File: config.mk
export PLATFORM = sky130hd
export DESIGN_NAME = multicycle_seq
export DESIGN_NICKNAME = d
export VERILOG_FILES = /design/src/rtl/cpu_pkg.sv /design/src/rtl/multicycle_seq.sv
export SDC_FILE = /design/constraint.sdc
export NUM_CORES = 1
export LEC_CHECK = 0
export ABC_AREA = 0
export BUFFER_PORTS_ARGS = -buffer_cell sky130_fd_sc_hd__buf_2
export CAP_MARGIN = 20
export CORE_MARGIN = 4
export CORE_UTILIZATION = 30
export DETAILED_ROUTE_END_ITERATION = 12
export PLACE_DENSITY = 0.59
export SLEW_MARGIN = 5
export SYNTH_ARGS = -nofsm -noshare
export SYNTH_HDL_FRONTEND = slang
export SYNTH_SLANG_ARGS = --single-unit
File: constraint.sdc
create_clock -name clk_i -period 2.4 [get_ports clk_i]
set_input_delay 0.48 -clock clk_i [delete_from_list [all_inputs] [get_ports clk_i]]
set_output_delay 0.48 -clock clk_i [all_outputs]
set_load 0.03 [all_outputs]
File: src/rtl/cpu_pkg.sv
// Shared definitions for the multicycle control sequencer: FSM states,
// recognised opcodes, ALU operation classes and sticky error codes.
package cpu_pkg;

  typedef enum logic [2:0] {
    ST_IDLE      = 3'd0,
    ST_FETCH     = 3'd1,
    ST_DECODE    = 3'd2,
    ST_EXECUTE   = 3'd3,
    ST_WRITEBACK = 3'd4,
    ST_HALT      = 3'd5
  } state_t;

  localparam logic [6:0] OP_RTYPE = 7'b0110011;
  localparam logic [6:0] OP_ITYPE = 7'b0010011;

  localparam logic [1:0] ALUOP_R = 2'b10;
  localparam logic [1:0] ALUOP_I = 2'b11;

  localparam logic [1:0] ERR_NONE    = 2'b00;
  localparam logic [1:0] ERR_ILLEGAL = 2'b01;
  localparam logic [1:0] ERR_TIMEOUT = 2'b10;

endpackage

File: src/rtl/multicycle_seq.sv
// Multicycle instruction sequencer: FETCH/DECODE/EXECUTE/WRITEBACK control
// strobes with a bounded fetch wait, sticky error reporting and a retire count.
module multicycle_seq
  import cpu_pkg::*;
#(
  parameter int unsigned FETCH_TIMEOUT = 16
) (
  input  logic        clk_i,
  input  logic        rst_i,
  input  logic        start_i,
  input  logic [31:0] instr_i,
  output logic        imem_req_o,
  input  logic        imem_ack_i,
  output logic        ir_we_o,
  output logic        alu_src_o,
  output logic [1:0]  alu_op_o,
  output logic        reg_write_o,
  output logic        pc_we_o,
  output logic        busy_o,
  output logic [1:0]  err_o,
  output logic [31:0] retired_o
);

  localparam int unsigned TW = $clog2(FETCH_TIMEOUT + 1);
  localparam logic [TW-1:0] TMO_LAST = TW'(FETCH_TIMEOUT - 1);

  state_t      state_reg;
  logic        armed_reg;
  logic [6:0]  opcode_reg;
  logic [TW-1:0] tmo_cnt_reg;
  logic [1:0]  err_reg;
  logic [31:0] retired_reg;
  logic        imem_req_reg;
  logic        busy_reg;
  logic        reg_write_reg;
  logic        pc_we_reg;
  logic        alu_src_reg;
  logic [1:0]  alu_op_reg;

  // Only the opcode field steers sequencing; the rest of the word is the datapath's.
  logic unused_instr_bits;
  assign unused_instr_bits = ^instr_i[31:7];

  always_ff @(posedge clk_i or negedge rst_i) begin
    if (!rst_i) begin
      state_reg     <= ST_IDLE;
      armed_reg     <= 1'b0;
      opcode_reg    <= '0;
      tmo_cnt_reg   <= '0;
      err_reg       <= ERR_NONE;
      retired_reg   <= '0;
      imem_req_reg  <= 1'b0;
      busy_reg      <= 1'b0;
      reg_write_reg <= 1'b0;
      pc_we_reg     <= 1'b0;
      alu_src_reg   <= 1'b0;
      alu_op_reg    <= 2'b00;
    end else begin
      // First edge after reset release only arms; FETCH is reachable from the second.
      armed_reg     <= 1'b1;
      reg_write_reg <= 1'b0;
      pc_we_reg     <= 1'b0;
      case (state_reg)
        ST_IDLE: begin
          if (start_i && armed_reg) begin
            state_reg    <= ST_FETCH;
            imem_req_reg <= 1'b1;
            busy_reg     <= 1'b1;
            tmo_cnt_reg  <= '0;
          end
        end
        ST_FETCH: begin
          // A late ack on the final allowed cycle still counts as a good fetch.
          if (imem_ack_i) begin
            opcode_reg   <= instr_i[6:0];
            state_reg    <= ST_DECODE;
            imem_req_reg <= 1'b0;
          end else if (tmo_cnt_reg == TMO_LAST) begin
            state_reg    <= ST_HALT;
            imem_req_reg <= 1'b0;
            busy_reg     <= 1'b0;
            err_reg      <= ERR_TIMEOUT;
          end else begin
            tmo_cnt_reg <= tmo_cnt_reg + 1'b1;
          end
        end
        ST_DECODE: begin
          if (opcode_reg == OP_RTYPE) begin
            state_reg   <= ST_EXECUTE;
            alu_src_reg <= 1'b0;
            alu_op_reg  <= ALUOP_R;
          end else if (opcode_reg == OP_ITYPE) begin
            state_reg   <= ST_EXECUTE;
            alu_src_reg <= 1'b1;
            alu_op_reg  <= ALUOP_I;
          end else begin
            state_reg <= ST_HALT;
            busy_reg  <= 1'b0;
            err_reg   <= ERR_ILLEGAL;
          end
        end
        ST_EXECUTE: begin
          state_reg     <= ST_WRITEBACK;
          reg_write_reg <= 1'b1;
          pc_we_reg     <= 1'b1;
        end
        ST_WRITEBACK: begin
          retired_reg <= retired_reg + 32'd1;
          alu_src_reg <= 1'b0;
          alu_op_reg  <= 2'b00;
          if (start_i) begin
            state_reg    <= ST_FETCH;
            imem_req_reg <= 1'b1;
            tmo_cnt_reg  <= '0;
          end else begin
            state_reg <= ST_IDLE;
            busy_reg  <= 1'b0;
          end
        end
        ST_HALT: begin
          state_reg <= ST_HALT;
        end
        default: begin
          state_reg    <= ST_IDLE;
          imem_req_reg <= 1'b0;
          busy_reg     <= 1'b0;
          alu_src_reg  <= 1'b0;
          alu_op_reg   <= 2'b00;
        end
      endcase
    end
  end

  // The IR load must coincide with the ack cycle, so it is the one decoded strobe.
  assign ir_we_o     = (state_reg == ST_FETCH) && imem_ack_i;
  assign imem_req_o  = imem_req_reg;
  assign busy_o      = busy_reg;
  assign reg_write_o = reg_write_reg;
  assign pc_we_o     = pc_we_reg;
  assign alu_src_o   = alu_src_reg;
  assign alu_op_o    = alu_op_reg;
  assign err_o       = err_reg;
  assign retired_o   = retired_reg;

endmodule
# Yosys cells after proc, flatten, opt, wreduce, memory -nomap -nowiden
# Cells that the tools add are included.
# word_totals
regBits	56
inputBits	36
output_inout_bits	42
# op_classes
addsub	2
eq_ne	18
muxes	34
bitwise_logic	3
n_reduce_logical	15
# op_table
cell	count
32-bit by 1-bit adder with 32-bit output (second input constant)	1
5-bit two-way mux	4
3-bit case mux with 6 select lines	1
2-bit != test (second input constant)	8
3-bit two-way mux	5
5-bit case mux with 3 select lines	1
1-bit two-way mux	12
2-bit two-way mux	6
5-bit AND reduction	2
2-bit case mux with 2 select lines	2
7-bit by 5-bit equality test with 1-bit output (second input constant)	1
7-bit by 6-bit equality test with 1-bit output (second input constant)	1
7-bit AND reduction	1
3-bit by 2-bit equality test with 1-bit output (second input constant)	2
3-bit equality test (second input constant)	2
3-bit != test (second input constant)	2
2-bit AND reduction	3
5-bit by 1-bit adder with 5-bit output (second input constant)	1
5-bit by 4-bit equality test with 1-bit output (second input constant)	1
1-bit case mux with 5 select lines	1
1-bit case mux with 4 select lines	1
4-bit AND reduction	1
4-bit OR reduction	1
3-bit by 1-bit equality test with 1-bit output (second input constant)	1
8 further kinds	11

# Longest topological paths before layout
# depth
word_depth	4
ltp_mapped	7
mapped_depth_nobuf	7

# Worst setup path after synthesis
# No wires, ideal clock.
# synth_path
path_type	reg-to-reg
startpoint	reg tmo_cnt_reg[0]
endpoint	reg tmo_cnt_reg[3]
setup_time_ns	0.121
arrival_ns	1.908
required_ns	2.279
setup_slack_ns	0.371
stages_incl_launch_ff	8
path_buffers	1
cell_sequence	dfrtp_1 > ha_1 > and3_1 > ha_1 > o32a_1 > or2_1 > clkbuf_1 > a22o_1
# synth_via
elab_chain_cells	4
elab_cells_between_ends	7
cone_classes	add/sub: 1; eq/ne: 2; mux: 3; reduce/logical: 1
# synth_rtl
item	line	rtl
start: declaration	multicycle_seq.sv:30	logic [TW-1:0] tmo_cnt_reg;
start signal: assignment	multicycle_seq.sv:84	tmo_cnt_reg <= tmo_cnt_reg + 1'b1;
5-bit by 1-bit adder with 5-bit output	multicycle_seq.sv:84	
5-bit two-way mux	multicycle_seq.sv:78	end else if (tmo_cnt_reg == TMO_LAST) begin
5-bit two-way mux	multicycle_seq.sv:74	if (imem_ack_i) begin
5-bit case mux with 3 select lines	multicycle_seq.sv:63	case (state_reg)
# Several ways; a longest one is shown, not always the timed one. The select of a mux whose other input is x is not followed.
# A chain may end at the register's enable or synchronous reset.

# Worst setup path in the final report
# Ends and elaborated chain as after synthesis.

==> metrics.json <==
{
  "cts_repair_resize_count": {"value": 0},
  "effective_utilization_at_floorplan": {"value": 0.3099},
  "vias": {"value": 1972},
  "synth-adder-area-share": {"value": 0.01376},
  "most_frequent_standard_cell_in_the_layout_excluding_fill_and_tap_cells": {"value": "dfrtp_1"},
  "grt_pass1_wl": {"value": 9.480, "unit": "mm"},
  "largest_register_ff_count": {"value": 32},
  "skew": {"value": 0.01502, "unit": "ns"},
  "yosysTopAreaCell": {"value": "dfrtp_1"},
  "drc": {"value": 0},
  "slew-limit-headroom": {"value": 0.5810},
  "wire_per_inst": {"value": 13.64, "unit": "um"},
  "cts_sinks": {"value": 55},
  "syn_area": {"value": 2729, "unit": "um^2"},
  "yosysWarnings": {"value": 0},
  "netSwitchingFraction": {"value": 0.3832},
  "share_clk_of_total_power": {"value": 0.198},
  "max_slew.worst_pin.slew": {"value": 0.6127, "unit": "ns"},
  "mostFrequentLayoutCells": {"value": "dfrtp_1 (55), buf_2 (52), nand2_1 (22)"},
  "finalWeightedCongestion": {"value": 0.7403},
  "synth_top_cells_by_area": {"value": "dfrtp_1 (50%), xnor2_1 (5.5%), xor2_1 (4.5%), mux2_2 (3.3%), nand2_1 (3.0%)"},
  "mappedNetlistNets": {"value": 289},
  "netlist_instances": {"value": 250},
  "min_path_type": {"value": "in -> async"},
  "largest_vdd_supply_drop": {"value": 604.6, "unit": "uV"},
  "cts_inserted_buffers": {"value": 5},
  "post_synth_xor_area_fraction": {"value": 0.09950},
  "setup_repair_after_global_routing_missed_its_margin": {"value": "false"},
  "hold_violations": {"value": 0},
  "critPathRequiredTime": {"value": 2.62, "unit": "ns"},
  "sequential_element_share_of_the_synthesized_area": {"value": 0.5044},
  "timing.fmax": {"value": 475.8, "unit": "MHz"},
  "number_of_global_route_vias_before_repair": {"value": 1993},
  "drv.max_cap_violation_count": {"value": 0},
  "netSwitchingPower": {"value": 0.001064, "unit": "W"},
  "endpoint_kind": {"value": "register"},
  "detail_route.wirelength": {"value": 5.634, "unit": "mm"},
  "coreArea": {"value": 8806, "unit": "um^2"},
  "synth-main-ff-cell": {"value": "dfrtp_1"},
  "power.static_leakage": {"value": 1.573, "unit": "nW"},
  "status": {"value": "complete, no violations"},
  "synth.area.mux_share": {"value": 0.03668},
  "final_min_period_over_clock_period": {"value": 0.8758},
  "layout-drive-gt1-share": {"value": 0.2918},
  "top_level_ports": {"value": 78},
  "synth_seq_cells": {"value": 55},
  "synthesized_area_fraction_occupied_by_ao_oa_aoi_and_oai_cells": {"value": 0.06923},
  "timing.final.max_slew_violations": {"value": 0},
  "cts_root_buffer": {"value": "clkbuf_8"},
  "fp.dieW": {"value": 103.4, "unit": "um"},
  "drt.antenna.violating_nets": {"value": 0},
  "vias_per_cell": {"value": 4.775},
  "finalSetupViolations": {"value": 0},
  "cp_common_cell": {"value": "ha_1"},
  "timing.reg2reg.setup_slack": {"value": 0.30, "unit": "ns"},
  "ys_async_sr_fraction": {"value": 1.000},
  "worstPathArrival": {"value": 2.32, "unit": "ns"},
  "detailed_place.area": {"value": 3115, "unit": "um^2"},
  "synth.top_cell.area_share": {"value": 0.5044},
  "final_nets": {"value": 343},
  "p_int": {"value": 0.001713, "unit": "W"},
  "layout_min_cycle_time": {"value": 2.102, "unit": "ns"},
  "grt_max_degree": {"value": 34},
  "worstRegToRegCells": {"value": 6},
  "synth_edf_count": {"value": 0},
  "layout.filler_cells": {"value": 893},
  "reg2reg_to": {"value": "tmo_cnt_reg[3]"},
  "clock_latency": {"value": 0.31, "unit": "ns"},
  "die_area": {"value": 10690, "unit": "um^2"},
  "cts_max_path_buffers": {"value": 2},
  "crit_path_top_delay_cell": {"value": "dfrtp_1"},
  "antenna_found_initial": {"value": 0},
  "placement_rows": {"value": 34},
  "synth_top_family_by_area": {"value": "simple AND/OR/NAND/NOR gates"},
  "area_of_the_multi_input_gates": {"value": 1241, "unit": "um^2"},
  "critical_path.startpoint_type": {"value": "register"},
  "tritoncts": {"value": "built"},
  "dp_hpwl": {"value": 4.199, "unit": "mm"},
  "layout.cell_area.non_filler": {"value": 3212, "unit": "um^2"},
  "synthToLayoutAreaGrowth": {"value": 17.70, "unit": "%"},
  "grt.overflow.total": {"value": 0},
  "drt_pre_antenna_iters": {"value": 4},
  "reg2reg_from": {"value": "tmo_cnt_reg[0]"},
  "power_density_over_the_cells": {"value": 864.6, "unit": "nW/um^2"},
  "track_usage": {"value": 0.1104},
  "drt_first_iter_violations": {"value": 68},
  "final-seq-area": {"value": 1376, "unit": "um^2"},
  "max_stage_delay_on_crit_path": {"value": 0.43, "unit": "ns"},
  "synth_cell_types": {"value": 49},
  "cts_post_setup_buffers_inserted": {"value": 0},
  "count_of_input_and_output_buffers": {"value": 52},
  "htree_levels": {"value": 2},
  "simple_gate_share_of_the_synthesized_area": {"value": 0.2343},
  "comb_power_share": {"value": 0.350},
  "power.share.sequential": {"value": 0.451},
  "crit_type": {"value": "reg -> reg"},
  "critPathMaxFanout": {"value": 5},
  "synthesized_area_divided_by_synthesized_cell_count": {"value": 10.92, "unit": "um^2"},
  "tns": {"value": 0, "unit": "ns"},
  "antenna-diode-count": {"value": 0},
  "cp_cell_sequence": {"value": "ha_1 -> and3_1 -> ha_1 -> o32a_1 -> or2_1 -> a22o_1"},
  "die_h": {"value": 103.4, "unit": "um"},
  "postCtsHoldBufs": {"value": 0},
  "clk_pin_slew_worst_paths": {"value": 0.12, "unit": "ns"}
}
synth_stat cells (2+ instances only):
| cell | count |
|---|---|
| a21o_1 | 2 |
| a21oi_1 | 4 |
| a22o_1 | 2 |
| and3_1 | 5 |
| buf_2 | 2 |
| buf_4 | 3 |
| buf_6 | 2 |
| clkbuf_1 | 5 |
| dfrtp_1 | 55 |
| ha_1 | 3 |
| inv_1 | 10 |
| mux2_2 | 8 |
| nand2_1 | 22 |
| nand2b_1 | 6 |
| nand3_1 | 12 |
| nand4_1 | 11 |
| nand4bb_1 | 2 |
| nor2_1 | 10 |
| nor3_1 | 3 |
| nor3_2 | 6 |
| nor3b_1 | 2 |
| nor4_1 | 4 |
| nor4_4 | 3 |
| o21ai_0 | 11 |
| or2_2 | 2 |
| or3_1 | 3 |
| xnor2_1 | 17 |
| xor2_1 | 14 |
logic make-up after synthesis:
logic type,count (synthesis)
simple gates,100
buf+inv,22
compound gates,29
xor+xnor,31
fa+ha+maj,3
mux,9
flops,55
other cells,1
through the flow:
step	cells	total power [W]	worst slack (ns)	hold WS [ns]	utilization
after floorplan	250	0.001991	0.3711	0.1844	-
after global placement	405	0.002231	0.3140	0.4509	0.3538
after detailed placement	405	0.002255	0.2889	0.4568	0.3538
after CTS	413	0.002819	0.2810	0.1621	0.3647
after global routing	413	0.002980	0.2195	0.1648	0.3647
final	413	0.002777	0.2981	0.1492	0.3647
layout make-up:
cell class              count  area share
clock buffers               5     0.02143
clock inverters             3    0.008570
inverters                  10     0.01169
multi-input cells         173      0.3864
flip-flops and latches     55      0.4285
well taps                 108     0.04207
repair buffers             59      0.1013
worst max path at each step:
stage	from	to	cells after the start	slack [ns]
6_report	tmo_cnt_reg[0]	tmo_cnt_reg[3]	6	0.30
5_1_grt	tmo_cnt_reg[0]	tmo_cnt_reg[3]	6	0.22
3_3_place_gp	tmo_cnt_reg[0]	tmo_cnt_reg[3]	6	0.31
2_1_floorplan	tmo_cnt_reg[0]	tmo_cnt_reg[3]	7	0.37
3_5_place_dp	tmo_cnt_reg[0]	tmo_cnt_reg[3]	6	0.29
4_1_cts	tmo_cnt_reg[0]	tmo_cnt_reg[3]	6	0.28
per-layer routing:
layer | routed length (um) | global-route usage
met3 | 319 | 0.03085
met1 | 2658 | 0.1488
met5 | 0 | 0
met4 | 15 | 0.02092
met2 | 2640 | 0.1789
worst max-delay path: cells and delay by family (launching register included):
kind	cells	cell delay, ns
AO/OA/AOI/OAI	2	0.65
adder cells (fa/ha/maj)	2	0.46
flip-flops	1	0.43
AND/OR/NAND/NOR	2	0.49
power by group through the flow:
stage                     clock network, W  registers, W  logic (W)
after detailed placement                 0       0.00127   0.000983
after CTS                         0.000577       0.00125   0.000988
after global placement                   0       0.00127   0.000965
after floorplan                          0       0.00138   0.000606
after global routing              0.000612       0.00128    0.00109
final                             0.000551       0.00125   0.000973
(Power assumes the default switching activity.)
